==> config.mk <==
export PLATFORM = sky130hd
export DESIGN_NAME = aes_ark_round_ctrl
export DESIGN_NICKNAME = d
export VERILOG_FILES = /design/src/rtl/aes_ark_round_ctrl.sv
export SDC_FILE = /design/constraint.sdc
export NUM_CORES = 1
export LEC_CHECK = 0
export BUFFER_PORTS_ARGS = -buffer_cell sky130_fd_sc_hd__buf_4
export CAP_MARGIN = 10
export CORE_AREA = 2 2 256 258
export CTS_BUF_LIST = sky130_fd_sc_hd__clkbuf_8
export DETAILED_ROUTE_END_ITERATION = 7
export DIE_AREA = 0 0 258 260
export SYNTH_ARGS = -nofsm -noshare
export SYNTH_HDL_FRONTEND = slang
export SYNTH_SLANG_ARGS = --single-unit
==> constraint.sdc <==
create_clock -name clk -period 3.2 [get_ports clk]
set_input_delay 0.16 -clock clk [delete_from_list [all_inputs] [get_ports clk]]
set_output_delay 0.16 -clock clk [all_outputs]
set_load 0.1 [all_outputs]
==> src/rtl/aes_ark_round_ctrl.sv <==
// Iterative AES encryption round register: AddRoundKey on the state returning
// from an external SubBytes/ShiftRows/MixColumns loop, plus round sequencing.
module aes_ark_round_ctrl #(
  parameter int NR = 10
) (
  input  logic         clk,
  input  logic         rst,
  input  logic         in_valid,
  output logic         in_ready,
  input  logic [127:0] pt_in,
  input  logic [127:0] mc_in,
  input  logic [127:0] sr_in,
  output logic [3:0]   rk_idx,
  input  logic [127:0] rk_data,
  output logic [127:0] state_out,
  output logic         busy,
  output logic         out_valid,
  input  logic         out_ready
);

  typedef enum logic [1:0] {
    S_IDLE  = 2'd0,
    S_ROUND = 2'd1,
    S_FINAL = 2'd2,
    S_DONE  = 2'd3
  } fsm_t;

  // Last round that still goes through MixColumns
  localparam logic [3:0] LP_LAST_MID = 4'(NR - 1);

  fsm_t         r_fsm;
  fsm_t         w_fsm_next;
  logic [3:0]   r_round;
  logic [3:0]   w_round_next;
  logic [127:0] r_data;
  logic [127:0] w_data_next;

  always_ff @(posedge clk) begin
    if (rst) begin
      r_fsm   <= S_IDLE;
      r_round <= 4'd0;
      r_data  <= 128'd0;
    end else begin
      r_fsm   <= w_fsm_next;
      r_round <= w_round_next;
      r_data  <= w_data_next;
    end
  end

  always_comb begin
    w_fsm_next   = r_fsm;
    w_round_next = r_round;
    w_data_next  = r_data;
    case (r_fsm)
      S_IDLE: begin
        if (in_valid) begin
          w_fsm_next   = S_ROUND;
          w_round_next = 4'd1;
          w_data_next  = pt_in ^ rk_data;
        end
      end
      S_ROUND: begin
        w_data_next  = mc_in ^ rk_data;
        w_round_next = r_round + 4'd1;
        if (r_round == LP_LAST_MID) begin
          w_fsm_next = S_FINAL;
        end
      end
      S_FINAL: begin
        // Final round skips MixColumns; the counter parks at NR
        w_data_next = sr_in ^ rk_data;
        w_fsm_next  = S_DONE;
      end
      S_DONE: begin
        // Ciphertext stays on state_out after hand-off until the next accept
        if (out_ready) begin
          w_fsm_next   = S_IDLE;
          w_round_next = 4'd0;
        end
      end
      default: begin
        w_fsm_next   = S_IDLE;
        w_round_next = 4'd0;
      end
    endcase
  end

  always_comb begin
    in_ready  = (r_fsm == S_IDLE);
    busy      = (r_fsm == S_ROUND) || (r_fsm == S_FINAL);
    out_valid = (r_fsm == S_DONE);
  end

  assign rk_idx    = r_round;
  assign state_out = r_data;

endmodule

==> metrics.yaml, run 1 <==
critical_path:
  worst-r2r-setup-slack_ps: 190
  cp.required_ps: 3680
  cp_max_fo: 31
  start_kind: "register"
  worstPathArrival_ps: 3490
  rr_worst_depth: 7
  r2r-end: "state_out[70]"
  end_kind: "register"
  critical_path_class: "register to register"
  reg2reg_from: "r_fsm[1]"
timing:
  slew_headroom: 0.499
  setup_tns_ps: 0
  worst_pin_slew_ps: 751
  finalCritPeriodShare: 0.941
  finalHoldViolCount: 0
  slew_violations: 0
  clock_skew_ps: 11.0
  final.min_clock_period_ps: 3010
  holdWs_ps: 85.2
  setup_viol: 0
  rsz0062_at_grt: "no"
  max_freq_mhz: 332
floorplan:
  die_w_um: 258
  die_area_mm2: 0.0671
  initial_core_util: 0.152
  rows: 93
  ios: 651
  coreArea_mm2: 0.0641
  die_y_um: 260
final_layout:
  final_util: 0.319
  multi_input_area_mm2: 0.00642
  drive_gt1_frac: 0.326
  area.growth.synth_to_final_pct: 110
  nFillCells: 6636
  regArea_mm2: 0.00268
  nets: 2745
  instances_no_fill: 3095
synthesis:
  synth_warnings: 0
  syn_area_per_cell_um2: 8.01
  synth_top_area_cell: "dfxtp_1"
  ys_ff_latch: 134
  yosys-top-cells-area: "dfxtp_1 28%, a211o_1 11%, a311oi_1 11%, a22oi_1 9.9%, o211ai_1 9.9%"
  synthCells: 1218
  synth_fp_nets: 1740
  yosysTopAreaCellShare: 0.275
  ys_seq_area_frac: 0.275
  synth_area_mm2: 0.00975
  synth_cell_types: 27
route:
  drc: 0
  via_count: 14600
  drt-initial-drc-count: 893
  detail-route-antenna-nets: 0
  finalWirelength_um: 55900
  first_pass_iters: 5
  wire_per_inst_um: 18.1
  vias_per_cell: 4.72
grt:
  grtUsageTotal: 0.155
  use_met3: 0.0471
  grt_max_degree: 129
  top_usage_layer: "met2"
  grtUsageMet2: 0.267
  gr-total-overflow: 0
  grt_pass1_vias: 14600
  grt_first_pass_wirelength_um: 81500
  antenna_found_initial: 3
  grtUsageMet1: 0.172
place:
  dp.cells: 2609
  port_buffers: 650
  hpwl_um: 36600
  gp_congestion: 0.827
worst_hold_path:
  min_from: "mc_in[12]"
  hold_class: "input port to register"
  hold_depth: 4
  hold_path_end: "state_out[12]"
clock_network:
  cts.htree.levels: 4
  clock_sinks: 134
  numCtsBuffers: 17
  clk_latency_ps: 530
  path_clk_slew_ps: 90
  clockBufferDepth: 2
  tritoncts: "done"
  clockRootBuffer: "clkbuf_8"
pwr:
  power_density_mw_per_mm2: 988
  swShare: 0.567
  total_power_mw: 20.2
  pwr-share-comb: 0.781
  p_switching_mw: 11.5
  p_int_mw: 8.74
  clkPwrFrac: 0.082
  p_leak_nw: 8.28
  seqPwrFrac: 0.138
  irDropWorstVdd_v: 0.000583
job:
  maxCapViolations: 0
run_status:
  outcome: "complete, no violations"
-- final cells by class --
class | count | share of cell area
repair buffers | 1131 | 0.480
multi-input cells | 931 | 0.314
flip-flops and latches | 134 | 0.131
well taps | 855 | 0.0523
clock buffers | 18 | 0.0121
clock inverters | 14 | 0.00862
inverters | 8 | 0.00171
diodes | 4 | 0.000489
-- critical path, cell delays in order (launching register included) --
cell and delay (ps):
dfxtp_1 370, inv_1 170, ha_4 470, a22oi_1 160, a211o_1 320, dlygate4sd3_1 560, a311oi_1 290, dlygate4sd3_1 590
-- through the flow --
stage / instance area, um^2 / setup slack, ps
floorplan: 9750 / 720
CTS: 20300 / 26.1
detailed placement: 15500 / 843
global placement: 15500 / 916
global route: 20500 / 33.6
finish: 20500 / 190
-- worst max path at each step --
stage	slack [ps]	endpoint	depth (start not counted)	startpoint
after global routing	30	state_out[70]	7	r_fsm[1]
after floorplan	720	state_out[104]	8	r_fsm[0]
after global placement	920	state_out[13]	7	r_fsm[0]
final	190	state_out[70]	7	r_fsm[1]
after detailed placement	840	state_out[30]	7	r_fsm[0]
after CTS	30	state_out[78]	8	r_fsm[0]
-- metal layers --
metal	part of all wire	routed length, um
met5	0.00023	13
met4	0.042	2370
met3	0.076	4240
met2	0.49	27500
met1	0.39	21800
-- flip-flops by register name, indices dropped and copies added, names as in the netlist --
register / count
rk_idx: 4
r_fsm: 2
state_out: 128
-- power groups by stage --
stage	sequential, mW	combinational [mW]	clock [mW]
finish	2.78	15.8	1.65
global route	2.86	16.7	1.80
CTS	2.77	15.4	1.75
detailed placement	2.80	13.8	0
global placement	2.79	13.8	0
floorplan	7.47	5.57	0
-- synth_stat cells --
cell,n
nor2b_1,2
mux2i_1,2
nand3b_1,1
o21bai_1,1
nand3_1,1
a22oi_1,128
a211oi_1,1
clkbuf_1,77
a31oi_1,1
inv_1,8
nor2_1,129
a2111oi_0,2
or4_1,3
o32ai_1,2
buf_2,56
ha_1,6
o211ai_1,128
a311oi_1,128
a21oi_1,129
buf_4,9
or3_1,2
nand2b_1,134
or4b_1,1
buf_6,3
a211o_1,128
o31ai_1,2
dfxtp_1,134
-- what timing repair did --
| item | in CTS | in global routing |
|---|---|---|
| setup endpoints to repair | 0 | 7 |
| hold buffers | 441 | 0 |
| gates resized for setup | 0 | 1 |
| endpoints found under the hold margin | 128 | 0 |
| buffers inserted | 0 | 8 |
-- cell usage in the layout, fill, tap and decap left out, drive strengths merged, types with 2 or more instances in the layout --
cell type    netlist  routed
o211ai           128     128
or3                2       2
or4                3       3
diode              0       4
a211o            128     128
buf               68     688
clkbuf            77      20
inv                8      10
a2111oi            2       2
clkinv             0       4
a21oi            129     129
ha                 6       6
dfxtp            134     134
o31ai              2       2
nor2b              2       2
clkinvlp           0       5
dlygate4sd3        0     441
bufinv             0       3
o32ai              2       2
mux2i              2       2
nor2             129     129
a22oi            128     128
a311oi           128     128
nand2b           134     134
-- cell families (layout without fill, tap and decap cells) --
group                      after synthesis  count (layout)  synth area share
DFF                                    134             134             0.275
AOI/OAI and AO/OA                      650             650             0.501
adders and majority gates                6               6           0.00770
and+or+nand+nor                        273             273             0.143
muxes                                    2               2           0.00205
other                                    0               4                 0
buffers and inverters                  153            1171            0.0718
Note: power is estimated with default switching activity, not from simulation.
==> inputs of run 2 (changes only) <==
- RECOVER_POWER: not set -> 25
==> metrics.yaml, run 2 (synthesis results as in run 1) <==
timing:
  slew_violations: 0
  slew_headroom: 0.141
  final.min_clock_period_ps: 3020
  max_freq_mhz: 331
  worst_pin_slew_ps: 1290
  setup_viol: 0
  finalCritPeriodShare: 0.944
  clock_skew_ps: 11.0
  finalHoldViolCount: 0
  setup_tns_ps: 0
  rsz0062_at_grt: "no"
worst_hold_path:
  hold_class: "input port to register"
pwr:
  p_leak_nw: 8.01
  irDropWorstVdd_v: 0.000576
  total_power_mw: 19.9
  power_density_mw_per_mm2: 985
route:
  via_count: 14600
  wire_per_inst_um: 18.0
  vias_per_cell: 4.71
  finalWirelength_um: 55800
  detail-route-antenna-nets: 0
  drt-initial-drc-count: 882
  first_pass_iters: 6
  drc: 0
floorplan:
  initial_core_util: 0.152
  rows: 93
  die_w_um: 258
  die_area_mm2: 0.0671
  ios: 651
  coreArea_mm2: 0.0641
  die_y_um: 260
critical_path:
  critical-path-max-stage-delay_ps: 590
  cp.required_ps: 3680
  critical_path_class: "register to register"
  worstPathArrival_ps: 3500
  cp.buffers_inverters: 3
  cp_top_family: "buffers and inverters"
  crit_chain: "inv_1, ha_4, a22oi_1, a211o_1, dlygate4sd3_1, a311oi_1, dlygate4sd3_1"
  cp_max_fo: 31
  cp_common_cell: "dlygate4sd3_1"
  end_kind: "register"
  start_kind: "register"
  slowest_stage: "dlygate4sd3_1"
final_layout:
  fin_area_mm2: 0.0202
  drive_gt1_frac: 0.296
  largest_reg_flops: 128
  area.growth.synth_to_final_pct: 107
  nets: 2745
  nFillCells: 6696
  instances_no_fill: 3094
  final_common_cell: "buf_4"
  layout_common_cells: "605 x buf_4, 441 x dlygate4sd3_1, 134 x dfxtp_1, 133 x nand2b_1, 129 x a21oi_1"
place:
  port_buffers: 650
  hpwl_um: 36600
  gp_congestion: 0.827
  placed_area_mm2: 0.0155
  dp.cells: 2609
clock_network:
  numCtsBuffers: 17
  path_clk_slew_ps: 90
  cts.htree.levels: 4
  clk_latency_ps: 530
  clockRootBuffer: "clkbuf_8"
  clockBufferDepth: 2
  clock_sinks: 134
  tritoncts: "done"
grt:
  antenna_found_initial: 3
  grt_pass1_vias: 14600
  grt_first_pass_wirelength_um: 81500
  grtUsageTotal: 0.155
  gr-total-overflow: 0
  grt_max_degree: 129
job:
  maxCapViolations: 0
run_status:
  outcome: "complete, no violations"
==> run 2: changes by cell type in the layout (fill, tap and decap cells not counted) <==
cell / delta
diode_2: -1
clkbuf_1: +67
buf_4: -67
==> run 2: repair_timing <==
| item | 4_1_cts | 5_1_grt |
|---|---|---|
| endpoints found under the setup margin | 0 | 7 |
| hold endpoints to repair | 128 | 0 |
| hold buffers | 441 | 0 |
| setup buffers | 0 | 8 |
| resized for setup | 0 | 1 |
==> run 2: cell type report <==
type                    count  area (um^2)  area share
clock buffers              18          248      0.0123
well taps                 855         1070      0.0529
multi-input cells         931         6420       0.318
inverters                   8         35.0     0.00173
clock inverters            14          176     0.00873
repair buffers           1131         9570       0.474
diodes                      3         7.51    0.000371
flip-flops and latches    134         2680       0.133
==> run 2: metrics by stage <==
stage	utilization	worst slack (ps)	hold WS (ps)
after floorplan	-	720	352
final	0.315	180	89.6
after global placement	0.242	916	458
after global routing	0.315	33.6	30.9
after CTS	0.317	26.1	0.0287
after detailed placement	0.242	843	458
==> run 2: tightest hold or removal path, stage by stage <==
cell and delay [ps]:
buf_4 80, a22oi_1 80, o211ai_1 170, a311oi_1 90
==> run 2: final timing paths <==
path	startpoint	end	slack (ps)	cells after the start
worst min-delay path	mc_in[12]	state_out[12]	90	4
worst max-delay path	r_fsm[1]	state_out[70]	180	7
worst min register to register	state_out[69]	state_out[69]	520	2
worst max register to register	r_fsm[1]	state_out[70]	180	7
==> run 2: metal layers <==
layer,vias up,global-route usage,share of wire
li1,6869,-,-
met1,6926,0.172,0.39
met2,641,0.267,0.49
met3,122,0.0471,0.075
met4,2,0.0809,0.044
met5,-,0,0.00023
==> run 2: power breakdown <==
part / switching (mW) / internal [mW] / total (mW)
registers: 0.422 / 2.35 / 2.77
clock network: 0.853 / 0.794 / 1.65
logic: 10.2 / 5.31 / 15.5
total: 11.5 / 8.45 / 19.9
